===== src/rtl/neuron_backprop.sv =====
// Backward pass for a 7-input neuron: delta = e*y*(1-y), weight update and back-propagated error,
// sequenced through one shared 17x17 multiplier. Define NEURON_BP_SAT_EN to saturate, else wrap.
module neuron_backprop #(
    parameter int unsigned OUTPUT_LAYER = 1,
    parameter int unsigned N_IN         = 7
) (
    input  logic                 clk,
    input  logic                 rst_n,
    input  logic                 start,
    input  logic [17*N_IN-1:0]   x,
    input  logic [17*N_IN-1:0]   w,
    input  logic [16:0]          y,
    input  logic [16:0]          target,
    input  logic [16:0]          err_in,
    input  logic [16:0]          eta,
    output logic                 busy,
    output logic                 done,
    output logic [16:0]          delta,
    output logic [17*N_IN-1:0]   w_new,
    output logic [17*N_IN-1:0]   back_err
);

    localparam int unsigned W = 17;

    typedef enum logic [2:0] {
        StIdle, StErr, StDeriv, StDelta, StScale, StUpd, StBack, StDone
    } state_e;

    state_e state_q, state_d;
    logic [2:0] idx_q, idx_d;

    logic [W*N_IN-1:0] x_q, w_q;
    logic [15:0]       y_q;
    logic [W-1:0]      src_q, eta_q, e_q, d_q, delta_q, g_q;
    logic [W*N_IN-1:0] w_new_q, back_err_q;

    logic [W-1:0] x_sel, w_sel;
    logic signed [W-1:0]     mul_a, mul_b;
    logic signed [2*W-1:0]   p;
    logic [W:0]   sub, sum;
    logic [W-1:0] mul_r, sub_r, sum_r, e_val;
    logic         accept;

    assign accept = (state_q == StIdle) && start;

    always_comb begin
        state_d = state_q;
        idx_d   = idx_q;
        unique case (state_q)
            StIdle:  if (start) begin
                state_d = StErr;
                idx_d   = '0;
            end
            StErr:   state_d = StDeriv;
            StDeriv: state_d = StDelta;
            StDelta: state_d = StScale;
            StScale: state_d = StUpd;
            StUpd:   state_d = StBack;
            StBack:  if (idx_q == 3'(N_IN - 1)) begin
                state_d = StDone;
            end else begin
                state_d = StUpd;
                idx_d   = idx_q + 3'd1;
            end
            StDone:  state_d = StIdle;
            default: state_d = StIdle;
        endcase
    end

    always_comb begin
        x_sel = x_q[W*idx_q +: W];
        w_sel = w_q[W*idx_q +: W];
    end

    // Operand mux for the single shared multiplier. In StDeriv, y=0 gives b=-65536, product still 0.
    always_comb begin
        mul_a = '0;
        mul_b = '0;
        unique case (state_q)
            StDeriv: begin
                mul_a = {1'b0, y_q};
                mul_b = 17'h10000 - {1'b0, y_q};
            end
            StDelta: begin
                mul_a = e_q;
                mul_b = d_q;
            end
            StScale: begin
                mul_a = eta_q;
                mul_b = delta_q;
            end
            StUpd: begin
                mul_a = g_q;
                mul_b = x_sel;
            end
            StBack: begin
                mul_a = w_sel;
                mul_b = delta_q;
            end
            default: ;
        endcase
    end

    assign p   = $signed({{W{mul_a[W-1]}}, mul_a}) * $signed({{W{mul_b[W-1]}}, mul_b});
    assign sub = {src_q[W-1], src_q} - {2'b00, y_q};
    assign sum = {w_sel[W-1], w_sel} + {mul_r[W-1], mul_r};

`ifdef NEURON_BP_SAT_EN
    function automatic logic [W-1:0] sat17(input logic [W:0] s);
        if (s[W] != s[W-1]) begin
            return s[W] ? {1'b1, {(W-1){1'b0}}} : {1'b0, {(W-1){1'b1}}};
        end
        return s[W-1:0];
    endfunction

    assign mul_r = (p[2*W-1] != p[2*W-2]) ? (p[2*W-1] ? {1'b1, {(W-1){1'b0}}}
                                                       : {1'b0, {(W-1){1'b1}}})
                                          : p[2*W-2:W-1];
    assign sub_r = sat17(sub);
    assign sum_r = sat17(sum);

    logic unused_p_lsbs;
    assign unused_p_lsbs = ^p[W-2:0];
`else
    assign mul_r = p[2*W-2:W-1];
    assign sub_r = sub[W-1:0];
    assign sum_r = sum[W-1:0];

    logic unused_msbs;
    assign unused_msbs = ^{p[2*W-1], p[W-2:0], sub[W], sum[W]};
`endif

    assign e_val = (OUTPUT_LAYER != 0) ? sub_r : src_q;

    always_ff @(posedge clk or negedge rst_n) begin
        if (!rst_n) begin
            state_q    <= StIdle;
            idx_q      <= '0;
            x_q        <= '0;
            w_q        <= '0;
            y_q        <= '0;
            src_q      <= '0;
            eta_q      <= '0;
            e_q        <= '0;
            d_q        <= '0;
            delta_q    <= '0;
            g_q        <= '0;
            w_new_q    <= '0;
            back_err_q <= '0;
        end else begin
            state_q <= state_d;
            idx_q   <= idx_d;
            if (accept) begin
                x_q   <= x;
                w_q   <= w;
                // Out-of-range activations clamp to just below 1.0
                y_q   <= y[16] ? 16'hFFFF : y[15:0];
                src_q <= (OUTPUT_LAYER != 0) ? target : err_in;
                eta_q <= eta;
            end
            case (state_q)
                StErr:   e_q     <= e_val;
                StDeriv: d_q     <= mul_r;
                StDelta: delta_q <= mul_r;
                StScale: g_q     <= mul_r;
                StUpd:   w_new_q[W*idx_q +: W]    <= sum_r;
                StBack:  back_err_q[W*idx_q +: W] <= mul_r;
                default: ;
            endcase
        end
    end

    assign busy     = (state_q != StIdle) && (state_q != StDone);
    assign done     = (state_q == StDone);
    assign delta    = delta_q;
    assign w_new    = w_new_q;
    assign back_err = back_err_q;

endmodule

===== config.mk =====
export PLATFORM = sky130hd
export DESIGN_NAME = neuron_backprop
export DESIGN_NICKNAME = d
export VERILOG_FILES = /design/src/rtl/neuron_backprop.sv
export SDC_FILE = /design/constraint.sdc
export NUM_CORES = 2
export LEC_CHECK = 0
export CORE_MARGIN = 1.5
export CORE_UTILIZATION = 60
export DETAILED_ROUTE_END_ITERATION = 8
export DONT_BUFFER_PORTS = 1
export GPL_ROUTABILITY_DRIVEN = 0
export PLACE_DENSITY = 0.85
export SLEW_MARGIN = 20
export SYNTH_ARGS = -nofsm -noshare
export SYNTH_HDL_FRONTEND = slang
export SYNTH_SLANG_ARGS = --single-unit
export TNS_END_PERCENT = 1

===== constraint.sdc =====
create_clock -name clk -period 20.2 [get_ports clk]
set_input_delay 2.02 -clock clk [delete_from_list [all_inputs] [get_ports clk]]
set_output_delay 2.02 -clock clk [all_outputs]
set_load 0.05 [all_outputs]

Yosys cells after proc, flatten, opt, wreduce, memory -nomap -nowiden

Index checks and enable logic that the tools add are counted.

Input port bits: 309
Logic and storage cells: 54
Register bits after elaboration: 600
Output and inout bits: 257

Reductions and logical operators: 7
$add $sub $neg: 5
Shifts and indexed selects: 5
Eq/ne operators: 11
Multiplexer cells: 11
Multipliers: 2

Operator list:

| cell                                                    | count |
|---|---|
| bitwise mux 119 bit                                     | 2 |
| indexed part select 119 x 9 -> 17 bit                   | 2 |
| indexed part select 17 x 34 -> 119 bit                  | 2 |
| variable shift 17 x 34 -> 119 bit, first input constant | 1 |
| one-hot mux 17 bit (5 select lines)                     | 1 |
| one-hot mux 17 bit (4 select lines)                     | 1 |
| negator 8 -> 34 bit                                     | 1 |
| multiplier 17 x 17 -> 33 bit                            | 1 |
| one-hot mux 3 bit (8 select lines)                      | 1 |
| adder 17 bit                                            | 1 |
| subtractor 17 x 16 -> 17 bit, first input constant      | 1 |
| subtractor 17 bit                                       | 1 |
| two-way mux 16 bit                                      | 1 |
| equality test 3 bit, second input constant              | 5 |
| two-way mux 3 bit                                       | 3 |
| multiplier 5 x 3 -> 8 bit, first input constant         | 1 |
| equality test 3 x 2 -> 1 bit, second input constant     | 2 |
| one-hot mux 3 bit (2 select lines)                      | 1 |
| inequality test 2 bit, second input constant            | 2 |
| adder 3 x 1 -> 3 bit, second input constant             | 1 |
| equality test 3 x 1 -> 1 bit, second input constant     | 1 |
| logical NOT 3 bit                                       | 1 |
| inequality test 3 bit, second input constant            | 1 |
| AND reduction 3 bit                                     | 1 |
| other kinds (5)                                         | 6 |

Logic depth before layout (Yosys ltp)

Depth after elaboration: 7
Gate-level depth with buffers: 46
Mapped depth without buffers: 41

Least setup slack after synthesis

No wires, ideal clock.

Kind: register to register
From: reg idx_q[0]
To: reg w_new_q[50], in the netlist w_new[50]
Arrival time: 10,228 ps
Setup time: 147 ps
Path buffers: 6
Path slack: 9,825 ps
Required time: 20,053 ps
Stages on the path, launching flop included: 41
Clock period less this slack: 10,375 ps
Path through: dfrtp_1 -> buf_2 -> buf_4 -> buf_4 -> buf_2 -> clkbuf_1 -> mux4_2 -> o21ai_0 -> inv_1 -> a21oi_1 -> nor2_1 -> fa_1 -> inv_1 -> fa_1 -> fa_1 -> inv_1 -> fa_1 -> fa_1 -> [5 not listed] -> a221oi_1 -> a21oi_1 -> a21oi_1 -> o21bai_1 -> xnor2_1 -> clkbuf_1 -> inv_1 -> ha_1 -> o21a_1 -> o31a_1 -> o211ai_1 -> a21oi_1 -> or4_1 -> a31o_2 -> a21oi_1 -> xor2_1 -> nor3_2 -> o41ai_2

Cells in the longest elaborated chain, start to end: 7
Elaborated cells on any way between the ends: 11
Those cells by class: add/sub: 2; mul: 2; shift: 4; mux: 3

RTL lines:

| element                                                                                    | RTL line | text |
|---|---|---|
| start, declared                                                                            | 30       | `logic [2:0] idx_q, idx_d;` |
| start signal, assigned                                                                     | 152      | `idx_q <= idx_d;` |
| multiplier 5 x 3 -> 8 bit (*)                                                              | 71, 72   |  |
| indexed part select 119 x 9 -> 17 bit, on equally long branches                            | 72, 71   |  |
| one-hot mux 17 bit (5 select lines) or one-hot mux 17 bit (4 select lines) (tied branches) | 79       | `unique case (state_q)` |
| multiplier 17 x 17 -> 33 bit (*)                                                           | 104      | `assign p = $signed({{W{mul_a[W-1]}}, mul_a}) * $signed({{W{mul_b[W-1]}}, mul_b});` |
| via p[19]                                                                                  | 39       | `logic signed [2*W-1:0] p;` |
| adder 17 bit (*)                                                                           | 106      | `assign sum = {w_sel[W-1], w_sel} + {mul_r[W-1], mul_r};` |
| indexed part select 17 x 34 -> 119 bit (*)                                                 | 166      | `StUpd: w_new_q[W*idx_q +: W] <= sum_r;` |
| bitwise mux 119 bit (*)                                                                    | 166      |  |
| end signal, assigned by index                                                              | 166      |  |
| end, declared                                                                              | 35       | `logic [W*N_IN-1:0] w_new_q, back_err_q;` |

Mark *: on every way through the listed nets, which the timed path passes. The rest lies on a longest branch.
A chain may end at the register's enable or synchronous reset.

Worst setup path after layout

From: reg idx_q[0]
To: reg w_new_q[64], in the netlist w_new[64]

Same word-level chain as after synthesis.

==> flow_summary.yaml <==
worst_setup_path:
  cpLargestDelayFamily: "compound AO/OA/AOI/OAI gates"
  critPathRequiredTime_ns: 20.67
  critPathBufInv: 8
  crit_slowest_cell: "xor2_2"
  crit_path_max_incr_delay_ns: 1.06
  critPathKind: "reg -> reg"
  start_kind: "register"
  cp-end-kind: "register"
  worstPathMaxFanout: 41
  worstPathArrival_ns: 13.51
clock_tree:
  clock_tree.root_cell: "clkbuf_16"
  insertion_delay_ns: 0.68
  cts_sinks: 600
  cts_buffers: 61
  cts_max_path_buffers: 3
  cts_tree: "yes"
  cts.repair.resized: 0
  post-cts-setup-buffers: 0
  h-tree-depth: 2
  cts_hold_buf: 0
  path_clk_slew_ns: 0.06
die:
  fp.dieH_um: 250.4
  die_x_um: 250.4
  rows: 90
  ioPinCount: 566
  initial_utilization_pct: 60.72
  die_area_mm2: 0.06269
  core_area_mm2: 0.06047
synth:
  async_reset_ff_share_pct: 100.0
  synth.distinct_cells: 68
  ys_ff_latch: 600
  synth.yosys.seq_area_share_pct: 40.89
  synth_edf_count: 0
  avgSynthCellArea_um2: 9.105
  syn_area_mm2: 0.03672
  synth_nets: 4752
  syn-instance-count: 4033
  ys_top_cells_by_count: "nand2_1 (1319), dfrtp_1 (600), inv_1 (368), o21ai_0 (307), fa_1 (291)"
  synth_top_cell_area_share_pct: 40.89
  synthTopCellsByArea: "dfrtp_1 (41%), fa_1 (16%), nand2_1 (13%)"
  yosysMostFrequentCell: "nand2_1"
  synth_top_cell_by_area: "dfrtp_1"
  yosysWarnings: 0
  ys.flop_type: "dfrtp_1"
routing:
  wl_met3_um: 14900
  drt_pass1_iterations: 6
  routed_via_density: 6.196
  drt-met1-wl_um: 40100
  drtIter0Drc: 3229
  wl_met2_um: 51850
  highest_layer: "met5"
  wl_per_cell_um: 24.50
  drc_errors: 0
  vias: 29550
  wl_um: 116800
  drt.antenna.violating_nets: 0
timing:
  max_slew_margin_pct: -7.158
  setup-violations-final: 0
  finalCritPeriodShare_pct: 64.56
  layout_min_cycle_time_ns: 13.04
  rsz0062_at_grt: "false"
  hold_ws_ns: 0.4712
  worst_slew_pin_slew_ns: 1.607
  clock_skew_ns: 0.07080
  fmax_mhz: 76.68
  finalWorstSetupSlack_ns: 7.159
  finalHoldViolCount: 0
  finalMaxSlewViolations: 122
  fin_tns_setup_ns: 0
status:
  status: "finished, violations left"
  violations: "max-slew violations"
worst_hold_path:
  hold_class: "reg -> reg"
grt:
  grt_max_degree: 601
  grt_pass1_vias: 29490
  grt_pass1_wl_um: 174200
  grt_antenna_before_repair: 19
  grtUsageTotal_pct: 37.16
  grt_remaining_overflow: 0
cells_and_area:
  seqCellArea_mm2: 0.01502
  finalNetCount: 4646
  drive_gt1_share_pct: 5.716
  final_core_util_pct: 65.20
  fill_cells: 4584
  multi_input_area_mm2: 0.01965
  synthToLayoutAreaGrowth_pct: 7.374
placed_design:
  dp_hpwl_um: 85510
  portBuffers: 0
  place_ws_ns: 7.504
flow_run:
  max_cap_violations: 0
[cell type report]
class                   count  area share [%]
clock inverters            17          0.4062
repair buffers             49          0.9838
diodes                     16          0.1015
flip-flops and latches    600           38.10
clock buffers              90           4.582
multi-input cells        2846           49.83
well taps                 782           2.482
inverters                 369           3.513
[path summary, 6_finish.rpt]
| kind | start | endpoint | slack, ns | cells after the start |
|---|---|---|---|---|
| worst max-delay path | idx_q[0] | w_new[64] | 7.16 | 35 |
| worst min-delay path | x_q[94] | x_q[94] | 0.47 | 2 |
| worst max register to register | idx_q[0] | w_new[64] | 7.16 | 35 |
| worst min register to register | x_q[94] | x_q[94] | 0.47 | 2 |
| max in group asynchronous | rst_n | back_err[70] | 17.81 | 0 |
| min in group asynchronous | rst_n | x_q[76] | 1.04 | 0 |
[worst reg2reg max path, delay by kind of cell (launching register included)]
family                     cells  cell delay [ns]
AOI/OAI and AO/OA             12             3.88
DFF                            1             0.67
and+or+nand+nor                5             1.19
xor gates and xnor gates       2             1.88
buffers and inverters          8             1.44
adders and majority gates      8             3.79
[registers in the layout, indices dropped and copies added (netlist names), 119 cells and up]
signal	count
back_err	119
w_new	119
w_q	119
x_q	119
[through the flow]
stage / instance area, um2 / instances
after floorplan: 36720 / 4033
after detailed placement: 37360 / 4645
after global routing: 39420 / 4766
after global placement: 37360 / 4645
final: 39430 / 4769
after CTS: 39330 / 4752
[routing by layer]
metal | GRT usage, % | vias to the layer above
li1 | - | 12670
met1 | 44.02 | 14360
met2 | 56.64 | 1979
met3 | 12.80 | 532
met4 | 26.93 | 4
met5 | 0 | -
[kinds of logic (layout without fill, tap and decap cells)]
logic type,Yosys count,in the layout,synth area share [%]
mux,118,118,3.530
compound gates,613,613,10.32
simple gates,1637,1637,17.63
flops,600,600,40.89
fa+ha+maj,410,410,19.92
other cells,0,16,0
buf+inv,587,525,6.089
xor+xnor,68,68,1.622
[cell usage in the layout, fill, tap and decap left out, types with 16 or more instances in the layout]
cell	n
clkbuf_16	62
o21ai_0	304
a22o_1	29
buf_4	48
o211ai_1	30
xnor2_1	36
nor2_1	186
fa_1	291
a221oi_1	27
a22oi_1	26
diode_2	16
dfrtp_1	597
o21a_1	18
nand2b_1	20
inv_1	368
xor2_1	18
o21ai_1	18
mux2i_1	89
ha_1	119
nand3_1	17
mux2_2	22
o31ai_1	42
nand2_1	1316
a21oi_1	58
Power is not shown: default switching activity piles up to over one toggle a cycle in this logic, so the estimate is an artifact.
